$ cat config.mk
export PLATFORM = sky130hd
export DESIGN_NAME = lfsr_32_flat
export DESIGN_NICKNAME = d
export VERILOG_FILES = /design/src/rtl/lfsr_32_if.sv /design/src/rtl/lfsr_32.sv /design/src/flat_wrapper.sv
export SDC_FILE = /design/constraint.sdc
export NUM_CORES = 1
export LEC_CHECK = 0
export ABC_AREA = 1
export CAP_MARGIN = 40
export CORE_ASPECT_RATIO = 0.8
export CORE_UTILIZATION = 35
export CTS_CLUSTER_SIZE = 8
export DETAILED_ROUTE_END_ITERATION = 10
export SLEW_MARGIN = 20
export SYNTH_ARGS = -nofsm -noshare
export SYNTH_HDL_FRONTEND = slang
export SYNTH_SLANG_ARGS = --single-unit
$ cat constraint.sdc
create_clock -name clk -period 1.3 [get_ports clk]
set_clock_uncertainty 0.15 [all_clocks]
set_input_delay 0.325 -clock clk [delete_from_list [all_inputs] [get_ports clk]]
set_output_delay 0.325 -clock clk [all_outputs]
set_load 0.01 [all_outputs]
$ cat src/rtl/lfsr_32_if.sv
// lfsr_32_if: control/data bundle for the lfsr_32 pseudo-random source.
// Optional feature macro: LFSR32_SEED_LOAD_EN adds the load/seed_in pair.
// master drives the step/load controls and reads the state word; slave is the LFSR.
interface lfsr_32_if;
    logic        en;
    logic [31:0] rng_out;
`ifdef LFSR32_SEED_LOAD_EN
    logic        load;
    logic [31:0] seed_in;

    modport master (output en, output load, output seed_in, input  rng_out);
    modport slave  (input  en, input  load, input  seed_in, output rng_out);
`else
    modport master (output en, input  rng_out);
    modport slave  (input  en, output rng_out);
`endif
endinterface

$ cat src/rtl/lfsr_32.sv
// lfsr_32: 32-bit maximal-length Fibonacci LFSR, polynomial x^32 + x^22 + x^2 + x + 1.
// Advances one step per enabled clock; the full state is presented as rng_out.
// Optional feature macro: LFSR32_SEED_LOAD_EN enables a synchronous seed load
// (load beats en; a zero seed is replaced by SEED to avoid the all-zero lock-up).
module lfsr_32 #(
    parameter logic [31:0] SEED = 32'hD4A56AAD
) (
    input  logic       clk,
    input  logic       rst,
    lfsr_32_if.slave   bus
);

    logic [31:0] q_q;
    logic [31:0] q_d;
    logic [31:0] step_d;
    logic        fb;

    // Next-state selection: feedback from taps 32,22,2,1, then load/enable priority.
    always_comb begin
        fb     = q_q[31] ^ q_q[21] ^ q_q[1] ^ q_q[0];
        step_d = {q_q[30:0], fb};
        q_d    = q_q;
`ifdef LFSR32_SEED_LOAD_EN
        if (bus.load) begin
            q_d = (bus.seed_in == '0) ? SEED : bus.seed_in;
        end else if (bus.en) begin
            q_d = step_d;
        end
`else
        if (bus.en) begin
            q_d = step_d;
        end
`endif
    end

    // State register: asynchronous active-low reset to SEED.
    always_ff @(posedge clk or negedge rst) begin
        if (!rst) begin
            q_q <= SEED;
        end else begin
            q_q <= q_d;
        end
    end

    assign bus.rng_out = q_q;

endmodule

$ cat src/flat_wrapper.sv
// flat-port wrapper written by rule: the top's interface ports become plain ports
module lfsr_32_flat 
#(
    parameter logic [31:0] SEED = 32'hD4A56AAD
)
  (clk, rst, bus_en, bus_rng_out);
  lfsr_32_if bus_i ();
  input  logic clk;
  input  logic rst;
  input wire logic [$bits(bus_i.en)-1:0] bus_en;
  output wire logic [$bits(bus_i.rng_out)-1:0] bus_rng_out;
  assign bus_i.en = bus_en;
  assign bus_rng_out = bus_i.rng_out;
  lfsr_32 #(.SEED(SEED)) u_core (.clk(clk), .rst(rst), .bus(bus_i));
endmodule
* Yosys cells after proc, flatten, opt, wreduce, memory -nomap -nowiden
Index checks and enable logic that the tools add are counted.
** Storage, ports and cells
- Register bits :: 32
- Bits in latches :: 0
- Bits in writable memories :: 0
- Bits in read-only memories :: 0
- Input port bits :: 3
- Output and inout bits :: 32
- Memories kept :: 0
** Cells by class
- Add/subtract/negate cells :: 0
- Multiply operators :: 0
- Div/mod/pow operators :: 0
- Order comparisons :: 0
- Equality and inequality tests :: 0
- Shift-type cells :: 0
- Muxes and demuxes :: 0
- Bitwise gates (word level) :: 3
- Reductions and logical operators :: 0
** Operators by type and width (number)
- 1-bit XOR :: 3

* Longest topological paths before layout
Gate-level depths: netlist of run 1.
- Depth in word-level cells :: 3
- Mapped depth :: 7

* Worst setup path before layout of run 1
Ideal clock, no wire load.
- Kind :: register -> register
- From :: register u_core.q_q[21] (netlist: u_core.bus.rng_out[21])
- To :: register u_core.q_q[0] (netlist: u_core.bus.rng_out[0])
- Library setup time :: 0.076 ns
- Arrival :: 0.917 ns
- Data required time :: 1.074 ns
- Slack :: 0.157 ns
- Stages on the path, launching flop included :: 8
- Buffers on the path :: 0
- Period minus slack after synthesis :: 1.143 ns
- Path through :: dfstp_2 inv_1 nand2_1 nand2_1 nand2_1 nand3_1 nand2_1 nand2_1
** Between the ends
- Word-level cells in the longest chain between the ends :: 3
** Ends and longest elaborated chain
- start: declaration :: RTL line lfsr_32.sv:13 : logic [31:0] q_q;
- start signal: assignment :: RTL line lfsr_32.sv:41 : q_q <= q_d;
- 1-bit XOR (3 in a row) :: RTL line lfsr_32.sv:20 : fb = q_q[31] ^ q_q[21] ^ q_q[1] ^ q_q[0];
No other way between the ends.
A chain may end at the register's enable or synchronous reset.

* Final worst setup path of run 1
- From :: register u_core.q_q[14] (netlist: u_core.bus.rng_out[14])
- To :: output port bus_rng_out[14]
** RTL lines
- end: declaration :: RTL line flat_wrapper.sv:11 : output wire logic [$bits(bus_i.rng_out)-1:0] bus_rng_out;
No word-level cell between the ends.

==> impl_results.md, run 1 <==
* Delay-heaviest family, CP: flip-flops
* TritonCTS clock tree: built
* Hold/Removal Path Class: input port to flop
* DP Cell Count at 218
* Global routing's busiest layer: met2
* Placed Area at around 1800 um^2
* Mapped Nets at 129
* Post-route cell area at roughly 1900 um^2
* Yosys cell types at 14
* Crit path max fanout at 2
* Die height at ~56 um
* Main flop type after synthesis: dfstp_2
* Via-to-Cell Ratio at roughly 4.4
* Met2 usage at 21.6%
* Last element of the critical path: bus_rng_out[14]
* Sequential share of power at 42.0%
* Synthesized area at between 1000 and 1500 um^2
* Hold buffers post-CTS at 0
* Internal power at between 2 and 2.5 mW
* Worst VDD drop at 0.000768 V
* Slowest cell delay on critical path at 0.55 ns
* Top Ports at 35
* Final wirelength at between 2 and 2.5 mm
* Pwr dens at 1710 nW/um^2
* Num CTS Buffers at 5
* Slowest cell on the critical path: dfstp_2
* Status: complete, but fails checks
* Post-Syn Instances at 126
* Die Area at 3860 um^2
* Worst-skew pair later-pin latency at 0.28 ns
* Post-synth EDFFs at 0
* CP Depth at 1
* Root Buffer: clkbuf_8
* Worst Reg-to-Reg Cells at 8
* Max clock buf depth at 2
* Post-synthesis sequential area ratio at between 60% and 70%
* Critical path type: flop to primary output
* Drt pass-1 iters at 4
* Post-synth top area share at about 35%
* Clk sinks at 32
* RSZ-0062 raised after global routing: true
* Vias in the first global route at around 940
* Switching Share at 27.7%
* Area delta synth->final at 49.8%
* Avg WL per Cell at 10.3 um
* Initial antenna violation count at 0
* CP bufs+invs at 1
* Reg2reg start: u_core.bus.rng_out[21]
* Layout Cells excl Fill at 230
* Critical path, cell by cell: buf_6
* Yosys reg bits at 32
* Beginning of the critical path: u_core.bus.rng_out[14]
* Total grt overflow at 0
* Die width at between 60 and 70 um
* Global placer's final weighted congestion at 0.711
* Buffers on Ports at 34
* Max reg flops at 32
* Tcrit/Tclk final at 108%
* Starting Density at a little over a third
* Fin crit period at 1.41 ns
* NetSw at 0.896 mW
* R2R setup slack at 0.04 ns
* Fmax achieved at between 0.7 and 0.8 GHz
* Site Rows at 19
* Avg Cell Area, Syn at 10.0 um^2
* Max-capacitance violation count at 0
* Worst EP required at approximately 0.8 ns
* First-pass GRT wire length at 4.15 mm
* Core area at 3450 um^2
* Vias at 1002
* Final setup violation count at 17
* Async S/R FF share, synth at 100%
* CP arrival at 0.93 ns
* Largest net degree at the start of global routing at 33
* Final worst slack at -0.107 ns
* LEAKAGE at 0.933 nW
* DRC at 0
* Hpwl dp at ~1.7 mm
* Most frequent cell after synthesis: nand2_1
* Crit path launch type: flop
* Slew Viols, Final at 0
* Post-synth top cells: nand2_1, dfstp_2, inv_1
* Largest cells by area after synthesis: dfstp_2, dfrtp_1, nand2_1
* GRT Total Usage at around 14%
* YS warnings at 0
* Least-Margin Pin Slew at 0.246 ns
* Top cell type by total area after synthesis: dfstp_2
* Final ANT Viol Nets at 0
* CP endpoint kind: primary output
* Violated checks: negative setup slack
* Layout cell share with drive strength beyond 1 at a little under half
* Clk pwr share at 28.8%
* Comb pwr share at 29.1%
* Normalized max-slew margin at a little over four fifths
* CTS clock-pin slew for the worst setup and hold paths at 0.07 ns
* Final #Nets at between 150 and 200
* Reg-to-reg endpoint: u_core.bus.rng_out[0]
* H-tree levels at 2
* Detailed router's first-iteration violation count at 33
* Met3 Usage GRT at 3.99%
* Met1 usage at approximately 17%
* Antenna cells at 0
* Final Hold Fails at 0
power by group through the flow:
stage | Sequential [mW] | Clock [mW] | Combinational, mW
after floorplan | 1.47 | 0 | 0.244
after global placement | 1.35 | 0 | 0.954
after detailed placement | 1.36 | 0 | 0.968
after CTS | 1.36 | 0.964 | 0.934
after global routing | 1.39 | 1.01 | 1.04
final | 1.36 | 0.933 | 0.944
placed cells by master, fill, tap and decap left out:
cell type and count:
inv_2 1, o21ai_1 9, nand2_2 1, buf_2 16, nor2_1 14, dfrtp_1 15
bufinv_16 1, buf_6 18, clkinvlp_4 1, clkinv_2 1, dfstp_2 17, clkbuf_8 5
a21oi_1 14, nand4_1 1, mux2_1 1, o21ai_0 7, nand3_1 2, inv_1 15
clkdlybuf4s50_1 1, buf_12 3, buf_4 23, inv_4 1, nand2_1 21
worst min-delay path by stage:
| stage | startpoint | to | slack, ns | cells past startpoint |
|---|---|---|---|---|
| 6_report | bus_en | u_core.bus.rng_out[31] | 0.21 | 3 |
| 5_1_grt | bus_en | u_core.bus.rng_out[31] | 0.23 | 3 |
| 4_1_cts | bus_en | u_core.bus.rng_out[31] | 0.21 | 3 |
| 3_5_place_dp | u_core.bus.rng_out[26] | u_core.bus.rng_out[26] | 0.32 | 2 |
| 3_3_place_gp | u_core.bus.rng_out[5] | u_core.bus.rng_out[5] | 0.32 | 2 |
| 2_1_floorplan | rst | u_core.bus.rng_out[10] | -0.12 | 0 |
stage by stage:
stage	hold slack (ns)	setup TNS (ns)	setup WS (ns)	total power, mW	util, %
2_1_floorplan	-0.121	0	0.157	1.72	-
3_5_place_dp	0.325	-4.18	-0.224	2.33	52.1
6_report	0.214	-1.58	-0.107	3.24	54.9
4_1_cts	0.211	-1.74	-0.121	3.26	54.2
3_3_place_gp	0.320	-4.08	-0.214	2.30	52.1
5_1_grt	0.233	-2.33	-0.137	3.44	54.9
repair_timing:
item                       in CTS  in global routing
gates resized for setup       145                  5
pin swaps                       0                  2
setup endpoints to repair      32                 32
setup buffers                   2                  2
cells by family (layout without fill, tap and decap cells):
kind of cell / after synthesis / after routing / share of synthesized area, %
muxes: 1 / 1 / 0.891
DFF: 32 / 32 / 65.0
buffers and inverters: 24 / 86 / 10.2
AOI/OAI and AO/OA: 30 / 30 / 11.9
and+or+nand+nor: 39 / 39 / 12.0
final cells by class:
class / instances / area, um^2
fillers: 309 / 1550
flip-flops and latches: 32 / 822
repair buffers: 61 / 526
multi-input cells: 70 / 315
clock buffers: 5 / 68.8
inverters: 17 / 66.3
well taps: 42 / 52.6
clock inverters: 3 / 42.5
tightest hold or removal path: cells and delay by family:
kind	cells	cell delay [ns]
AO/OA/AOI/OAI	1	0.05
buffers and inverters	1	0.18
AND/OR/NAND/NOR	1	0.08
per-layer routing:
layer / wire length (um) / vias up / part of all wire, %
met3: 78 / 4 / 3.3
met5: 0 / - / 0
met4: 34 / 0 / 1.4
li1: - / 522 / -
met2: 1160 / 17 / 49
met1: 1100 / 459 / 46
No activity file was read; power rests on OpenSTA's default activity.
==> inputs of run 2 (changes only) <==
Settings changed: CORE_UTILIZATION 35 to 30.
==> run 2 against run 1 <==
Effect of this change: sequential power barely moved; count of clock-buffer cells in the layout rose by 3; critical endpoint is now bus_rng_out[31]; flip-flop and latch count did not move; the run still ends with negative setup slack left; critical path type unchanged; non-clock buffer count did not move.
==> impl_results.md, run 2 (synthesis gave the netlist of run 1 again) <==
* Layout Cells excl Fill at 243 (+5.7%)
* Fin crit period at 1.41 ns (+0.000276 ns)
* Delay-heaviest family, CP: flip-flops
* DP Cell Count at 228 (+4.6%)
* Most common cell after layout, fill and taps aside: buf_4
* Via-to-Cell Ratio at 4.15 (-4.7%)
* Tcrit/Tclk final at 108% (about the same)
* H-tree levels at 2 (unchanged)
* Hold path start: bus_en
* Vias at 1009 (+0.70%)
* CP arrival at 0.93 ns (about the same)
* Hpwl dp at 1.77 mm (+5.3%)
* Clk sinks at 32 (unchanged)
* Worst Reg-to-Reg Cells at 8 (unchanged)
* Num CTS Buffers at 5 (unchanged)
* Final #Nets at 190 (unchanged)
* Core area at 3900 um^2 (+13%)
* Site Rows at 20 (+1)
* Area delta synth->final at 49.5%
* Final worst slack at -0.108 ns (-0.000276 ns)
* Met2 wire length at 1.14 mm (-2.0%)
* LEAKAGE at 0.924 nW (-0.92%)
* Total grt overflow at 0 (unchanged)
* Worst-skew pair later-pin latency at 0.28 ns (about the same)
* RSZ-0062 raised after global routing: true
* Top Ports at 35 (unchanged)
* Global placer's final weighted congestion at 0.708 (-0.35%)
* Worst EP required at 0.82 ns (about the same)
* Least-Margin Pin Slew at 0.197 ns (-0.0500 ns)
* Die width at 74.6 um (+7.8%)
* Status: complete, but fails checks
* Worst VDD drop at 0.000758 V (-1.3%)
* Root Buffer: clkbuf_8
* Normalized max-slew margin at 86.8% (+3.2 points)
* Starting Density at 32.4% (-4.3 points)
* Buffers on Ports at 34 (unchanged)
* Final ANT Viol Nets at 0 (unchanged)
* Crit path launch type: flop
* Slowest cell on the critical path: dfstp_2
* Max-capacitance violation count at 0 (unchanged)
* Layout cell share with drive strength beyond 1 at 45.7% (-1.1 points)
* Worst hold path cell count at 2 (-1)
* Worst Hold End: u_core.bus.rng_out[28]
* CP bufs+invs at 1 (unchanged)
* GRT Total Usage at 14.0% (+0.24 points)
* Max reg flops at 32 (unchanged)
* First-pass GRT wire length at 4.51 mm (+8.8%)
* M1 WL at 1.22 mm (+11%)
* Slowest cell delay on critical path at 0.55 ns (about the same)
* Die Area at 4480 um^2 (+16%)
* Fmax achieved at 0.710 GHz (about the same)
* Vias in the first global route at 964 (+3.1%)
* TritonCTS clock tree: built
* Most frequent cells in the layout: buf_4, nand2_1, buf_6
* CP endpoint kind: primary output
* Final Hold Fails at 0 (unchanged)
* Uppermost layer routed: met4
* Hold buffers post-CTS at 0 (unchanged)
* Hold/Removal Path Class: input port to flop
* Violated checks: negative setup slack
* DRC at 0 (unchanged)
* CTS clock-pin slew for the worst setup and hold paths at 0.06 ns (about the same)
* Drt pass-1 iters at 4 (unchanged)
* # fillers at 398 (+29%)
* Final setup violation count at 17 (unchanged)
* Largest net degree at the start of global routing at 50 (+52%)
* Antenna cells at 0 (unchanged)
* Reg-to-reg endpoint: u_core.bus.rng_out[0]
* Max clock buf depth at 2 (unchanged)
* Power after layout at 3.11 mW (-3.9%)
* Final Util at 48.4% (-6.5 points)
* Avg WL per Cell at 10.7 um (+3.6%)
* Critical path, cell by cell: buf_6
* Slew Viols, Final at 0 (unchanged)
* Detailed router's first-iteration violation count at 44 (+33%)
* Reg2reg start: u_core.bus.rng_out[31]
* Critical path type: flop to primary output
* Initial antenna violation count at 0 (unchanged)
* Met3 wire len at 201 um (+160%)
* Die height at 60.1 um (+7.7%)
* Pwr dens at 1650 nW/um^2 (-3.7%)
* Setup TNS at -1.53 ns (+0.0427 ns)
* R2R setup slack at 0.02 ns (-0.02 ns)
* Final wirelength at 2.60 mm (+9.5%)
* Crit path max fanout at 2 (unchanged)
[run 2: cell type report]
| class | instances | area (um^2) | share of cell area, % |
|---|---|---|---|
| multi-input cells | 70 | 315 | 16.7 |
| repair buffers | 61 | 529 | 28.0 |
| clock buffers | 8 | 90.1 | 4.77 |
| flip-flops and latches | 32 | 822 | 43.5 |
| inverters | 17 | 63.8 | 3.38 |
| well taps | 55 | 68.8 | 3.64 |
[run 2: worst max-delay path by stage]
stage               slack (ns)                    from               endpoint  cells past startpoint
floorplan                 0.16  u_core.bus.rng_out[21]  u_core.bus.rng_out[0]                      7
global placement         -0.22  u_core.bus.rng_out[23]        bus_rng_out[23]                      1
detailed placement       -0.23   u_core.bus.rng_out[0]         bus_rng_out[0]                      1
CTS                      -0.11  u_core.bus.rng_out[28]        bus_rng_out[28]                      1
global route             -0.15   u_core.bus.rng_out[5]         bus_rng_out[5]                      1
finish                   -0.11  u_core.bus.rng_out[31]        bus_rng_out[31]                      1
[run 2: routing by layer]
| metal | track usage, % | up-vias |
|---|---|---|
| li1 | - | 513 |
| met1 | 18.4 | 463 |
| met2 | 19.8 | 25 |
| met3 | 7.76 | 8 |
| met4 | 4.04 | 0 |
| met5 | 0 | - |
[run 2: repair_timing]
action,in CTS,in global routing
gates resized for setup,145,8
pin swaps,0,3
setup buffers,3,4
endpoints found under the setup margin,32,32
[run 2: report_power, final]
group | internal, mW | switching (mW) | leakage, nW
registers | 1.25 | 0.120 | 0.354
logic | 0.539 | 0.427 | 0.524
clock network | 0.431 | 0.343 | 0.0455
[run 2: per-stage QoR]
| step | setup slack, ns | instance area (um^2) | hold WS, ns |
|---|---|---|---|
| after global routing | -0.151 | 1890 | 0.206 |
| after detailed placement | -0.234 | 1780 | 0.329 |
| after floorplan | 0.157 | 1260 | -0.121 |
| after global placement | -0.224 | 1780 | 0.321 |
| after CTS | -0.113 | 1840 | 0.206 |
| final | -0.108 | 1890 | 0.215 |
==> inputs of run 3 (changes only) <==
Settings changed: CORE_MARGIN set to 2, PLACE_DENSITY set to 0.52.
==> run 3 against run 2 <==
Effect of this change: the run still ends with negative setup slack left; non-clock buffer count increased by 4; global-route usage decreased by 2.8 points; maximum frequency increased by 0.65%; combinational power increased by 0.9%; worst setup slack improved by 0.0091 ns; critical path depth unchanged; critical endpoint is now bus_rng_out[21].
==> impl_results.md, run 3 (synthesis gave the netlist of run 1 again) <==
* Crit path launch type: flop
* Crit path max fanout at 2 (unchanged)
* Layout cell share with drive strength beyond 1 at 46.4% (+0.61 points)
* Max-capacitance violation count at 0 (unchanged)
* Final Hold Fails at 0 (unchanged)
* Num CTS Buffers at 5 (unchanged)
* Delay-heaviest family, CP: flip-flops
* CTS clock-pin slew for the worst setup and hold paths at 0.06 ns (about the same)
* Core area at 4130 um^2 (+5.7%)
* Die width at 76.6 um (+2.7%)
* Final ANT Viol Nets at 0 (unchanged)
* Hold path start: bus_en
* Violated checks: negative setup slack
* Worst Hold End: u_core.bus.rng_out[28]
* Final setup violation count at 17 (unchanged)
* Status: complete, but fails checks
* H-tree levels at 2 (unchanged)
* Die Area at 4750 um^2 (+6.1%)
* Initial antenna violation count at 0 (unchanged)
* Hold/Removal Path Class: input port to flop
* Slew Viols, Final at 0 (unchanged)
* Area delta synth->final at 52.0%
* Clk sinks at 32 (unchanged)
* Worst VDD drop at 0.000747 V (-1.5%)
* Least-Margin Pin Slew at 0.177 ns (-0.0191 ns)
* Power after layout at 3.06 mW (-1.8%)
* Worst-skew pair later-pin latency at 0.28 ns (about the same)
* R2R setup slack at 0.02 ns (about the same)
* Beginning of the critical path: u_core.bus.rng_out[21]
* Final #Nets at 194 (+2.1%)
* Max reg flops at 32 (unchanged)
* Antenna cells at 0 (unchanged)
* Pwr dens at 1590 nW/um^2 (-3.4%)
* DRC at 0 (unchanged)
* Slowest cell delay on critical path at 0.55 ns (about the same)
* Placed Area at 1820 um^2 (+2.1%)
* Worst hold path cell count at 2 (unchanged)
* Starting Density at 30.6% (-1.7 points)
* Most common cell after layout, fill and taps aside: buf_4
* LEAKAGE at 0.943 nW (+2.1%)
* Die height at 62.1 um (+3.3%)
* Reg-to-reg endpoint: u_core.bus.rng_out[0]
* Normalized max-slew margin at 88.2% (+1.4 points)
* Reg2reg start: u_core.bus.rng_out[21]
* Root Buffer: clkbuf_8
* TritonCTS clock tree: built
* Worst hold slack at 0.255 ns (+0.0395 ns)
* Largest net degree at the start of global routing at 33 (-34%)
* CP bufs+invs at 1 (unchanged)
* Total grt overflow at 0 (unchanged)
* Buffers on Ports at 34 (unchanged)
* Final wirelength at 2.57 mm (-1.0%)
* Top Ports at 35 (unchanged)
* Hpwl dp at 1.79 mm (+1.4%)
* CP arrival at 0.92 ns (about the same)
* Vias in the first global route at 903 (-6.3%)
* CP endpoint kind: primary output
* First-pass GRT wire length at 4.04 mm (-11%)
* Critical path type: flop to primary output
* Fmax achieved at 0.715 GHz (+0.65%)
* Via-to-Cell Ratio at 4.10 (-1.3%)
* Fin crit period at 1.40 ns (-0.00911 ns)
* RSZ-0062 raised after global routing: true
* Max clock buf depth at 2 (unchanged)
* Worst EP required at 0.82 ns (about the same)
* Vias at 1020 (+1.1%)
* Worst Reg-to-Reg Cells at 8 (unchanged)
* Final worst slack at -0.0984 ns (+0.00911 ns)
* Avg WL per Cell at 10.3 um (-3.4%)
* Tcrit/Tclk final at 108% (-0.70 points)
* GRT Total Usage at 11.3% (-2.8 points)
* Global placer's final weighted congestion at 0.668 (-5.7%)
* Drt pass-1 iters at 4 (unchanged)
* Hold buffers post-CTS at 0 (unchanged)
* Slowest cell on the critical path: dfstp_2
* Post-route cell area at 1920 um^2 (+1.7%)
* Detailed router's first-iteration violation count at 36 (-18%)
* Most frequent cells in the layout: buf_4, nand2_1, buf_6
* Critical path, cell by cell: buf_6
* Site Rows at 21 (+5.0%)
## run 3: changes by cell type in the layout (fill, tap and decap cells not counted)
cell / before / now
inv_2: 2 / 0
buf_4: 23 / 28
clkinv_2: 0 / 1
buf_6: 21 / 19
buf_12: 2 / 3
clkbuf_8: 6 / 5
inv_1: 15 / 17
nand2_1: 21 / 20
nand2_2: 1 / 2
## run 3: worst max path at each step
| stage | endpoint | slack [ns] | depth (start not counted) |
|---|---|---|---|
| floorplan | u_core.bus.rng_out[0] | 0.16 | 7 |
| global placement | bus_rng_out[21] | -0.22 | 1 |
| detailed placement | bus_rng_out[18] | -0.23 | 1 |
| CTS | bus_rng_out[21] | -0.12 | 1 |
| global route | bus_rng_out[26] | -0.13 | 1 |
| finish | bus_rng_out[21] | -0.1 | 1 |
## run 3: area by class of cell
cell class	instances	area [um^2]
Timing Repair Buffer	65	564
Sequential cell	32	822
Clock buffer	7	76.3
Multi-Input combinational cell	70	318
Tap cell	57	71.3
Inverter	17	63.8
Clock inverter	1	5.00
Fill cell	413	2200
## run 3: routing by layer
| metal | vias to the layer above | part of all wire (%) | track usage, % | routed length, um |
|---|---|---|---|---|
| met5 | - | 0 | 0 | 0 |
| met4 | 0 | 1.6 | 7.01 | 40 |
| met3 | 5 | 5.9 | 4.05 | 152 |
| met2 | 25 | 47 | 18.3 | 1210 |
| met1 | 463 | 45 | 13.2 | 1170 |
| li1 | 527 | - | - | - |
## run 3: where the power goes
| part | internal (mW) | switching (mW) |
|---|---|---|
| sequential | 1.25 | 0.111 |
| clock | 0.375 | 0.344 |
| combinational | 0.551 | 0.424 |
| total | 2.18 | 0.879 |
## run 3: timing repair
action / in CTS / in global routing
pin swaps: 0 / 0
setup endpoints to repair: 32 / 27
gates resized for setup: 145 / 4
buffers inserted: 5 / 3
## run 3: stage by stage
step                      worst slack (ns)  instances  TNS (ns)  utilization [%]
after floorplan                      0.157        126         0                -
after CTS                           -0.119        246     -1.77             45.6
after global placement              -0.225        233     -4.15             44.0
after detailed placement            -0.229        233     -4.21             44.0
final                              -0.0984        249     -1.49             46.6
after global routing                -0.134        249     -2.10             46.6
